<file path="config.mk">
export PLATFORM = sky130hd
export DESIGN_NAME = cp0_exc_unit_flat
export DESIGN_NICKNAME = d
export VERILOG_FILES = /design/src/rtl/cp0_exc_unit_if.sv /design/src/rtl/cp0_exc_unit.sv /design/src/flat_wrapper.sv
export SDC_FILE = /design/constraint.sdc
export NUM_CORES = 1
export LEC_CHECK = 0
export BUFFER_PORTS_ARGS = -buffer_cell sky130_fd_sc_hd__buf_2
export CAP_MARGIN = 10
export CORE_ASPECT_RATIO = 0.7
export CORE_MARGIN = 2
export CORE_UTILIZATION = 40
export DETAILED_ROUTE_END_ITERATION = 10
export MAX_ROUTING_LAYER = met4
export PLACE_DENSITY_LB_ADDON = 0.25
export SYNTH_ARGS = -nofsm -noshare
export SYNTH_HDL_FRONTEND = slang
export SYNTH_SLANG_ARGS = --single-unit
</file>
<file path="constraint.sdc">
create_clock -name clk -period 1.5 [get_ports clk]
set_input_delay 0.075 -clock clk [delete_from_list [all_inputs] [get_ports clk]]
set_output_delay 0.075 -clock clk [all_outputs]
set_load 0.03 [all_outputs]
</file>
<file path="src/rtl/cp0_exc_unit_if.sv">
// Pipeline-to-CP0 bus: mfc0/mtc0 access, M-stage exception info and interrupt lines.
// The pipeline drives the master side; CP0 answers with IntReq, EPC and DOut.
interface cp0_exc_unit_if;
  logic [4:0]  A;
  logic [31:0] DIn;
  logic        We;
  logic [31:0] PC;
  logic        BDIn;
  logic [4:0]  ExcCodeIn;
  logic [5:0]  HWInt;
  logic        EXLClr;
  logic        IntReq;
  logic [31:0] EPC;
  logic [31:0] DOut;

  modport master (
    output A, DIn, We, PC, BDIn, ExcCodeIn, HWInt, EXLClr,
    input  IntReq, EPC, DOut
  );

  modport slave (
    input  A, DIn, We, PC, BDIn, ExcCodeIn, HWInt, EXLClr,
    output IntReq, EPC, DOut
  );
endinterface

</file>
<file path="src/rtl/cp0_exc_unit.sv">
// CP0 exception/interrupt sink at the M stage: decides when to trap,
// keeps SR/Cause/EPC and serves mfc0/mtc0.
module cp0_exc_unit #(
  parameter logic [31:0] PRID = 32'h2018_0001
) (
  input logic            clk,
  input logic            reset,
  cp0_exc_unit_if.slave  bus
);

  localparam logic [4:0] REG_SR    = 5'd12;
  localparam logic [4:0] REG_CAUSE = 5'd13;
  localparam logic [4:0] REG_EPC   = 5'd14;
  localparam logic [4:0] REG_PRID  = 5'd15;

  logic [5:0]  im_q, im_d;
  logic        exl_q, exl_d;
  logic        ie_q, ie_d;
  logic        bd_q, bd_d;
  logic [5:0]  ip_q, ip_d;
  logic [4:0]  exccode_q, exccode_d;
  logic [31:0] epc_q, epc_d;

  logic        int_pend;
  logic        exc_pend;
  logic        int_req;
  logic [31:0] pc_adj;
  logic [31:0] epc_exc;
  logic [31:0] sr_rd;
  logic [31:0] cause_rd;

  assign int_pend = ie_q & ~exl_q & (|(bus.HWInt & im_q));
  assign exc_pend = ~exl_q & (bus.ExcCodeIn != 5'd0);
  assign int_req  = ~reset & (int_pend | exc_pend);

  // A fault in a delay slot restarts at the branch, one word back.
  assign pc_adj  = bus.BDIn ? (bus.PC - 32'd4) : bus.PC;
  assign epc_exc = pc_adj & 32'hFFFF_FFFC;

  assign sr_rd    = {16'b0, im_q, 8'b0, exl_q, ie_q};
  assign cause_rd = {bd_q, 15'b0, ip_q, 3'b0, exccode_q, 2'b0};

  always_comb begin
    im_d      = im_q;
    exl_d     = exl_q;
    ie_d      = ie_q;
    bd_d      = bd_q;
    ip_d      = bus.HWInt;
    exccode_d = exccode_q;
    epc_d     = epc_q;
    if (int_req) begin
      // The trapping instruction never commits, so its mtc0 is dropped.
      exl_d     = 1'b1;
      exccode_d = int_pend ? 5'd0 : bus.ExcCodeIn;
      bd_d      = bus.BDIn;
      epc_d     = epc_exc;
    end else begin
      if (bus.We && bus.A == REG_SR) begin
        im_d  = bus.DIn[15:10];
        exl_d = bus.DIn[1];
        ie_d  = bus.DIn[0];
      end
      if (bus.We && bus.A == REG_EPC) begin
        epc_d = bus.DIn;
      end
      if (bus.EXLClr) begin
        exl_d = 1'b0;
      end
    end
  end

  always_ff @(posedge clk) begin
    if (reset) begin
      im_q      <= 6'd0;
      exl_q     <= 1'b0;
      ie_q      <= 1'b0;
      bd_q      <= 1'b0;
      ip_q      <= 6'd0;
      exccode_q <= 5'd0;
      epc_q     <= 32'd0;
    end else begin
      im_q      <= im_d;
      exl_q     <= exl_d;
      ie_q      <= ie_d;
      bd_q      <= bd_d;
      ip_q      <= ip_d;
      exccode_q <= exccode_d;
      epc_q     <= epc_d;
    end
  end

  always_comb begin
    case (bus.A)
      REG_SR:    bus.DOut = sr_rd;
      REG_CAUSE: bus.DOut = cause_rd;
      REG_EPC:   bus.DOut = epc_q;
      REG_PRID:  bus.DOut = PRID;
      default:   bus.DOut = 32'd0;
    endcase
  end

  assign bus.IntReq = int_req;
  assign bus.EPC    = epc_q;

endmodule

</file>
<file path="src/flat_wrapper.sv">
// flat-port wrapper written by rule: the top's interface ports become plain ports
module cp0_exc_unit_flat 
#(
  parameter logic [31:0] PRID = 32'h2018_0001
)
  (clk, reset, bus_A, bus_DIn, bus_We, bus_PC, bus_BDIn, bus_ExcCodeIn, bus_HWInt, bus_EXLClr, bus_IntReq, bus_EPC, bus_DOut);
  cp0_exc_unit_if bus_i ();
  input logic clk;
  input logic reset;
  input wire logic [$bits(bus_i.A)-1:0] bus_A;
  input wire logic [$bits(bus_i.DIn)-1:0] bus_DIn;
  input wire logic [$bits(bus_i.We)-1:0] bus_We;
  input wire logic [$bits(bus_i.PC)-1:0] bus_PC;
  input wire logic [$bits(bus_i.BDIn)-1:0] bus_BDIn;
  input wire logic [$bits(bus_i.ExcCodeIn)-1:0] bus_ExcCodeIn;
  input wire logic [$bits(bus_i.HWInt)-1:0] bus_HWInt;
  input wire logic [$bits(bus_i.EXLClr)-1:0] bus_EXLClr;
  output wire logic [$bits(bus_i.IntReq)-1:0] bus_IntReq;
  output wire logic [$bits(bus_i.EPC)-1:0] bus_EPC;
  output wire logic [$bits(bus_i.DOut)-1:0] bus_DOut;
  assign bus_i.A = bus_A;
  assign bus_i.DIn = bus_DIn;
  assign bus_i.We = bus_We;
  assign bus_i.PC = bus_PC;
  assign bus_i.BDIn = bus_BDIn;
  assign bus_i.ExcCodeIn = bus_ExcCodeIn;
  assign bus_i.HWInt = bus_HWInt;
  assign bus_i.EXLClr = bus_EXLClr;
  assign bus_IntReq = bus_i.IntReq;
  assign bus_EPC = bus_i.EPC;
  assign bus_DOut = bus_i.DOut;
  cp0_exc_unit #(.PRID(PRID)) u_core (.clk(clk), .reset(reset), .bus(bus_i));
endmodule
</file>
### Yosys cells after proc, flatten, opt, wreduce, memory -nomap -nowiden

Cells that the tools add are included.

* register bits: 52
* logic and storage cells: 38
* input port bits: 85
* output and inout port bits: 65

* equality and inequality tests: 4
* multiplexer cells: 8
* bitwise gates (word level): 9
* reduce and logical (&&, ||, !) cells: 8
* add/subtract/negate cells: 1

Operators by type and width (count)
* $pmux 32 s4: 1
* $mux 32: 3
* $sub 32x3->32 const B: 1
* $eq 5x4->1 const B: 4
* $and 6x6->6: 1
* $reduce_or 6->1: 1
* $mux 5: 1
* $reduce_bool 5->1: 1
* $and 1x1->1: 4
* $mux 1: 3
* $not 1->1: 3
* $reduce_bool 3->1: 1
* $logic_and 1x1->1: 2
* $reduce_and 2->1: 1
* $reduce_bool 2->1: 1
* $reduce_or 2->1: 1
* $or 1x1->1: 1

### Longest topological paths before layout

Gate-level depths: netlist (run 1).

* depth after elaboration: 7
* gate-level depth with buffers: 7
* gate-level depth less buffers: 7

### Worst setup path after synthesis (run 1)

OpenSTA, ideal clock, no wires.

* path type: register -> output
* start: register u_core.im_q[0]
* end: output port bus_IntReq
* buffers on the path: 1
* arrival: 1726 ps
* required time: 1425 ps
* setup slack: -301 ps
* stages on the path, launching flop included: 6
* cells stage by stage: dfxtp_1 > a22oi_1 > a311oi_1 > nor2_1 > clkbuf_1 > nor2_1

* cells in the longest elaborated chain, start to end: 5

Ends and longest elaborated chain
* start, declared: line cp0_exc_unit.sv:16 `logic [5:0] im_q, im_d;`
* start signal, assigned: line cp0_exc_unit.sv:82 `im_q <= im_d;`
* $and 6x6->6: line cp0_exc_unit.sv:32 `assign int_pend = ie_q & ~exl_q & (|(bus.HWInt & im_q));`
* $reduce_or 6->1: line cp0_exc_unit.sv:32
* $and 1x1->1: line cp0_exc_unit.sv:32
* $or 1x1->1: line cp0_exc_unit.sv:34 `assign int_req = ~reset & (int_pend | exc_pend);`
* $and 1x1->1: line cp0_exc_unit.sv:34
* end, declared: line flat_wrapper.sv:18 `output wire logic [$bits(bus_i.IntReq)-1:0] bus_IntReq;`

No other way between the ends.

### Worst setup path after layout (run 1)

* start: register u_core.im_q[5]
* end: register u_core.epc_q[3] (netlist: u_core.bus.EPC[3])

* cells in the longest elaborated chain, start to end: 6
* elaborated cells on any way between the ends: 7
* classes of those cells: mux: 1; bitwise: 4; reduce/logical: 2

Ends and longest elaborated chain
* $and 6x6->6 *: line cp0_exc_unit.sv:32
* $reduce_or 6->1 *: line cp0_exc_unit.sv:32
* $and 1x1->1 *: line cp0_exc_unit.sv:32
* $or 1x1->1 *: line cp0_exc_unit.sv:34
* $and 1x1->1 *: line cp0_exc_unit.sv:34
* $mux 32 / $reduce_bool 2->1 (equally long branches)
* end signal, assigned: line cp0_exc_unit.sv:88 `epc_q <= epc_d;`
* end, declared: line cp0_exc_unit.sv:22 `logic [31:0] epc_q, epc_d;`

Every way passes the cells marked *; elsewhere a longest branch is shown, timed or not.
A chain may end at the register's enable or synchronous reset.

==> results of run 1 <==
## worst max-delay path by stage
stage,start,end,slack [ns],cells past startpoint
after floorplan,bus_A[4],u_core.ie_q$_SDFFE_PP0P_,-0.09,5
after global placement,bus_PC[28],u_core.bus.EPC[31]$_SDFFE_PP0P_,-0.24,6
after detailed placement,bus_PC[3],u_core.bus.EPC[11]$_SDFFE_PP0P_,-0.26,7
after CTS,u_core.im_q[0]$_SDFFE_PP0P_,bus_IntReq,-0.13,6
after global routing,u_core.im_q[4]$_SDFFE_PP0P_,u_core.bus.EPC[3]$_SDFFE_PP0P_,-0.29,7
final,u_core.im_q[5]$_SDFFE_PP0P_,u_core.bus.EPC[3]$_SDFFE_PP0P_,-0.21,7
## Yosys cell counts (all sizes together) (3+ instances only)
master / number / share of area, %
mux2i: 43 / 13
xor2: 15 / 4.0
dfxtp: 52 / 32
and2: 16 / 3.1
a22o: 5 / 1.3
xnor2: 11 / 3.0
a22oi: 9 / 2.1
or4: 4 / 1.3
nand4b: 5 / 1.3
a21o: 11 / 2.6
nor4: 6 / 1.8
nand4: 6 / 1.2
clkbuf: 16 / 3.1
nor2: 60 / 6.9
nor3: 16 / 2.8
or3: 4 / 0.92
a211oi: 15 / 3.6
mux2: 4 / 1.4
nand3: 6 / 0.92
a21oi: 22 / 3.5
nand2: 10 / 1.2
nor2b: 9 / 1.7
inv: 3 / 0.35
buf: 6 / 1.0
## kinds of logic after synthesis
logic type	share of synthesized area, %
and+or+nand+nor	26.5
xor gates and xnor gates	6.98
buffers and inverters	4.45
AOI/OAI and AO/OA	15.2
DFF	31.9
muxes	14.6
adders and majority gates	0.384
## state kept, by name (all words and copies together) (netlist names)
name              cells
u_core.bd_q           1
u_core.bus.EPC       32
u_core.exccode_q      5
u_core.exl_q          1
u_core.ie_q           1
u_core.im_q           6
u_core.ip_q           6
## per-layer routing
| layer | vias to the layer above | global-route usage (%) |
|---|---|---|
| met5 | - | - |
| met4 | 0 | 3.41 |
| met3 | 6 | 3.26 |
| met2 | 145 | 38.2 |
| met1 | 1753 | 37.7 |
| li1 | 1790 | - |
## power by group through the flow
stage / registers, uW / logic, uW / clock network (uW)
floorplan: 1720 / 393 / 0
global placement: 1580 / 961 / 0
detailed placement: 1590 / 970 / 0
CTS: 1560 / 1100 / 1350
global route: 1570 / 1300 / 1410
finish: 1560 / 1220 / 1350
## stage by stage
| step | hold WS, ns | worst slack (ns) | TNS [ns] |
|---|---|---|---|
| global placement | 0.310 | -0.238 | -3.88 |
| CTS | 0.0231 | -0.126 | -3.21 |
| finish | 0.0258 | -0.211 | -5.18 |
| detailed placement | 0.316 | -0.262 | -5.64 |
| floorplan | 0.201 | -0.0859 | -0.775 |
| global route | 0.0265 | -0.294 | -7.54 |
## cell type report
type / instances / area (um^2) / share of cell area [%]
clock buffer: 6 / 139 / 2.62
multi-input combinational: 300 / 2390 / 45.1
timing repair buffer: 228 / 1550 / 29.2
clock inverter: 2 / 38.8 / 0.731
inverter: 3 / 11.3 / 0.212
sequential: 52 / 1050 / 19.7
tap: 101 / 126 / 2.38
## cells in the final DEF, fill, tap and decap left out, drive strengths merged, types with 8 or more instances in the layout
cell and count:
a211oi 15, a21o 11, a21oi 22, a22oi 9, and2 16, buf 226
clkbuf 8, dfxtp 52, mux2i 43, nand2 10, nor2 60, nor2b 9
nor3 16, xnor2 11, xor2 15
## worst max-delay path, delay by kind of cell, from the launching register on
family                 cells  cell delay [ns]
AOI/OAI and AO/OA          4             0.75
buffers and inverters      2             0.35
DFF                        1             0.36
and+or+nand+nor            1             0.17
## repair_timing
action                     CTS  global route
pin swaps                    9            23
gates cloned                 3             3
setup endpoints to repair   45            63
gates resized for setup     41            58
buffers inserted             7             4
==> results.ini, run 1 <==
[logic_synthesis]
syn_area_mm2 = 0.00326
ys_seq_area_share_pct = 31.9
avgSynthCellArea_um2 = 8.65
syn_nets = 463
ys_seq_elements = 52
synth_cell_type_count = 51
netlist_instances = 377
synth-edff-count = 0
ys_async_sr_fraction_pct = 0
yosys_warnings = 0
synth_flop_cell = dfxtp_1

[global_routing]
grt_pass1_wl_um = 17500
grt-ovfl-total = 0
grt_pass1_vias = 3412
track_usage_pct = 25.5
grt_max_degree = 31
antenna_found_initial = 0

[pwr]
total_power_uw = 4140
power_frac_comb_pct = 29.6
clkPwrFrac_pct = 32.7
switching_power_uw = 1270
seqPwrFrac_pct = 37.7
power.leakage_uw = 0.00231
max-vdd-ir-drop_v = 0.000545
p_int_uw = 2870
p_sw_share_pct = 30.7
p_per_area_mw_per_mm2 = 780

[status]
violations = setup timing
status = finished, violations left

[sta]
worstMarginPinSlew_ns = 0.457
fin_crit_ns = 1.71
fin_ws_ns = -0.211
post-route-period-util_pct = 114
slew_viol_final = 0
max_freq_mhz = 584
timing_hold_violations_final = 0
grt_setup_unrepaired = true
max_slew_margin_pct = 69.3
skew_ns = 0.00693
setup_viol = 45

[finish]
finalInstanceArea_mm2 = 0.00530
fill_cells = 618
area_delta_synth_final_pct = 62.6
stdcell_count = 692
final_nets = 676
diodes = 0
fin_util_pct = 67.4
drive_gt1_share_pct = 53.3

[route]
top_layer = met4
wl_per_cell_um = 17.1
antenna_left = 0
drt-initial-drc-count = 278
routed_wl_um = 11800
vias_per_cell = 5.34
drc_errors = 0
wl_met2_um = 5390
vias = 3694
wl_met3_um = 821
first_pass_iters = 4
met1_length_um = 5550

[worst_hold_path]
worstHoldPathCells = 2
min_path_type = primary input to register
hold_start = bus_ExcCodeIn[2]
min_delay_worst_endpoint = u_core.exccode_q[2]$_SDFFE_PP0P_

[floorplanning]
die_h_um = 79.6
die_area_mm2 = 0.00890
core_mm2 = 0.00787
die_w_um = 112
rows = 27
start_util_pct = 41.4
ios = 150

[place]
post_dp_cell_area_mm2 = 0.00459
dpl.cell_count = 670
dp_hpwl_um = 8910
io_buffers = 147
gp_congestion = 0.973

[worst_setup_path]
slowest_stage = a311oi_2
rr_worst_depth = 7
reg2reg_to = u_core.bus.EPC[3]$_SDFFE_PP0P_
cp_max_fo = 7
worstPathCellList = a22oi_2 > a311oi_2 > buf_4 > or2_4 > buf_12 > o211ai_1 > a21oi_1
cp.arrival_ns = 1.93
max_stage_delay_ns = 0.42
critPathKind = register to register
end_kind = register
startpoint_type = register
r2r-start = u_core.im_q[5]$_SDFFE_PP0P_
reg2reg_slack_ns = -0.21
crit_required_ns = 1.71

[clock_tree]
clkLatencyLatePin_ns = 0.29
clkTransAtPathRegs_ns = 0.07
cts_sinks = 52
numCtsBuffers = 5
cts_tree = done
cts_max_path_buffers = 2
cts_root_buf = clkbuf_16
cts_hold_buf = 0
htreeDepth = 2

[run]
maxCapViolCount = 0

No activity file was read; power rests on OpenSTA's default activity.
==> run 2: changes to the inputs <==
- CORE_ASPECT_RATIO: 0.7 -> not set
- PLACE_DENSITY: not set -> 0.73
- PLACE_DENSITY_LB_ADDON: 0.25 -> not set
- SETUP_SLACK_MARGIN: not set -> 0.15
==> run 2 against run 1 <==
The run still ends with setup timing left. Maximum frequency increased by 4.2%. Core utilization is essentially flat. Clock-buffer cell count did not move. Setup slack improved by 0.069 ns. Total power is 15% lower. First-iteration DRC count fell by 33%. Sequential power hardly changed. Critical path type is now register to output port. Largest cell class unchanged.
==> results.ini, run 2 (synthesized netlist as in run 1, its figures left out) <==
[sta]
final.setup.tns_ns = -2.55  ; +2.63 ns
grt_setup_unrepaired = true
worstMarginPinSlew_ns = 0.410  ; -0.0473 ns
slew_viol_final = 0  ; unchanged
max_freq_mhz = 609  ; +4.2%
fin_crit_ns = 1.64  ; -0.0689 ns
skew_ns = 0.00401  ; -0.00292 ns
fin_ws_ns = -0.142  ; +0.0689 ns
post-route-period-util_pct = 109  ; -4.6 points
max_slew_margin_pct = 72.4  ; +3.1 points
timing_hold_violations_final = 0  ; unchanged
holdWs_ns = 0.00982  ; -0.0159 ns
setup_viol = 44  ; -2.2%

[clock_tree]
cts_sinks = 52  ; unchanged
clkTransAtPathRegs_ns = 0.10  ; +0.03 ns
clkLatencyLatePin_ns = 0.31  ; +0.02 ns
cts_root_buf = clkbuf_8
numCtsBuffers = 5  ; unchanged
cts_tree = done
cts_max_path_buffers = 2  ; unchanged
htreeDepth = 2  ; unchanged
cts_hold_buf = 0  ; unchanged

[floorplanning]
die_h_um = 94.3  ; +19%
die_area_mm2 = 0.00889  ; -0.13%
ios = 150  ; unchanged
start_util_pct = 41.8  ; +0.34 points
rows = 32  ; +19%
die_w_um = 94.3  ; -16%
core_mm2 = 0.00781  ; -0.81%

[finish]
area_delta_synth_final_pct = 61.3
layout_commonest_cell = buf_2
drive_gt1_share_pct = 53.3  ; about the same
diodes = 0  ; unchanged
final_nets = 678  ; +0.30%
final_cell_mix = 128 x buf_2, 73 x buf_4, 44 x dfxtp_1, 42 x nor2_1, 39 x mux2i_1
largest_register_ff_count = 32  ; unchanged

[global_routing]
grt-ovfl-total = 0  ; unchanged
antenna_found_initial = 0  ; unchanged
grt_pass1_vias = 3333  ; -2.3%
track_usage_pct = 24.8  ; -0.67 points
grt_max_degree = 50  ; +61%
grt_pass1_wl_um = 16900  ; -3.3%

[worst_setup_path]
reg2reg_slack_ns = -0.13  ; +0.08 ns
cp_max_fo = 3  ; -4
rr_worst_depth = 7  ; unchanged
reg2reg_to = u_core.bus.EPC[9]$_SDFFE_PP0P_
r2r-start = u_core.im_q[1]$_SDFFE_PP0P_
end_kind = output port
cp.arrival_ns = 1.57  ; -0.36 ns
critPathKind = register to output port
startpoint_type = register
critPathCapture = bus_IntReq
crit_required_ns = 1.42  ; -0.29 ns
worstSetupStartpoint = u_core.im_q[1]$_SDFFE_PP0P_

[worst_hold_path]
worstHoldPathCells = 2  ; unchanged
min_path_type = primary input to register

[pwr]
p_per_area_mw_per_mm2 = 671  ; -14%
max-vdd-ir-drop_v = 0.000410  ; -25%
power.leakage_uw = 0.00227  ; -1.6%

[route]
routed_wl_um = 11400  ; -3.5%
drt-initial-drc-count = 185  ; -33%
antenna_left = 0  ; unchanged
wl_per_cell_um = 16.4  ; -4.0%
first_pass_iters = 4  ; unchanged
vias_per_cell = 5.32  ; -0.40%
drc_errors = 0  ; unchanged
vias = 3695  ; +0.027%

[run]
maxCapViolCount = 0  ; unchanged

[status]
violations = setup timing
status = finished, violations left

[place]
dp_hpwl_um = 8820  ; -1.0%
gp_congestion = 0.946  ; -2.8%
io_buffers = 147  ; unchanged
dp_worst_setup_slack_ns = -0.293  ; -0.0308 ns

run 2: through the flow:
step	power (uW)	utilization [%]	instances	area [um^2]
floorplan	2170	-	377	3490
global route	3660	67.4	695	5260
global placement	2580	61.2	675	4780
detailed placement	2600	61.2	675	4780
CTS	3470	64.6	687	5040
finish	3530	67.4	695	5260
run 2: routing by layer:
metal	global-route usage (%)	share of wire, %	vias to the layer above
met2	40.1	49	134
li1	-	-	1799
met4	5.56	1.0	0
met1	33.9	43	1752
met5	-	0	-
met3	2.25	7.3	10
run 2: worst min-delay path by stage:
stage                     slack (ns)        startpoint                          endpoint
after floorplan                 0.20  bus_ExcCodeIn[0]  u_core.exccode_q[0]$_SDFFE_PP0P_
after global placement          0.31  bus_ExcCodeIn[2]  u_core.exccode_q[2]$_SDFFE_PP0P_
after detailed placement        0.32  bus_ExcCodeIn[1]  u_core.exccode_q[1]$_SDFFE_PP0P_
after CTS                     0.0008  bus_ExcCodeIn[1]  u_core.exccode_q[1]$_SDFFE_PP0P_
after global routing           0.008  bus_ExcCodeIn[4]  u_core.exccode_q[4]$_SDFFE_PP0P_
final                           0.01  bus_ExcCodeIn[2]  u_core.exccode_q[2]$_SDFFE_PP0P_
run 2: power by group:
| part | internal (uW) | switching, uW |
|---|---|---|
| Clock | 374 | 478 |
| Combinational | 489 | 624 |
| Sequential | 1480 | 84.9 |
| Total | 2340 | 1190 |
run 2: worst max-delay path, stage by stage, from the launching register on:
cell and delay [ns]:
dfxtp_2 0.36, a22oi_2 0.09, a311oi_4 0.40, nor2_4 0.07
buf_12 0.14, nor2_4 0.07, buf_6 0.13
run 2: area by class of cell:
type	instances	area (um^2)
Fill cell	632	2550
Clock inverter	2	15.0
Multi-Input combinational cell	300	2380
Sequential cell	52	1050
Tap cell	102	128
Timing Repair Buffer	230	1590
Inverter	3	11.3
Clock buffer	6	82.6
run 2: timing repair:
item	CTS	global route
pin swaps	14	7
gates cloned	0	2
gates resized for setup	38	46
setup endpoints to repair	68	70
setup buffers	4	6
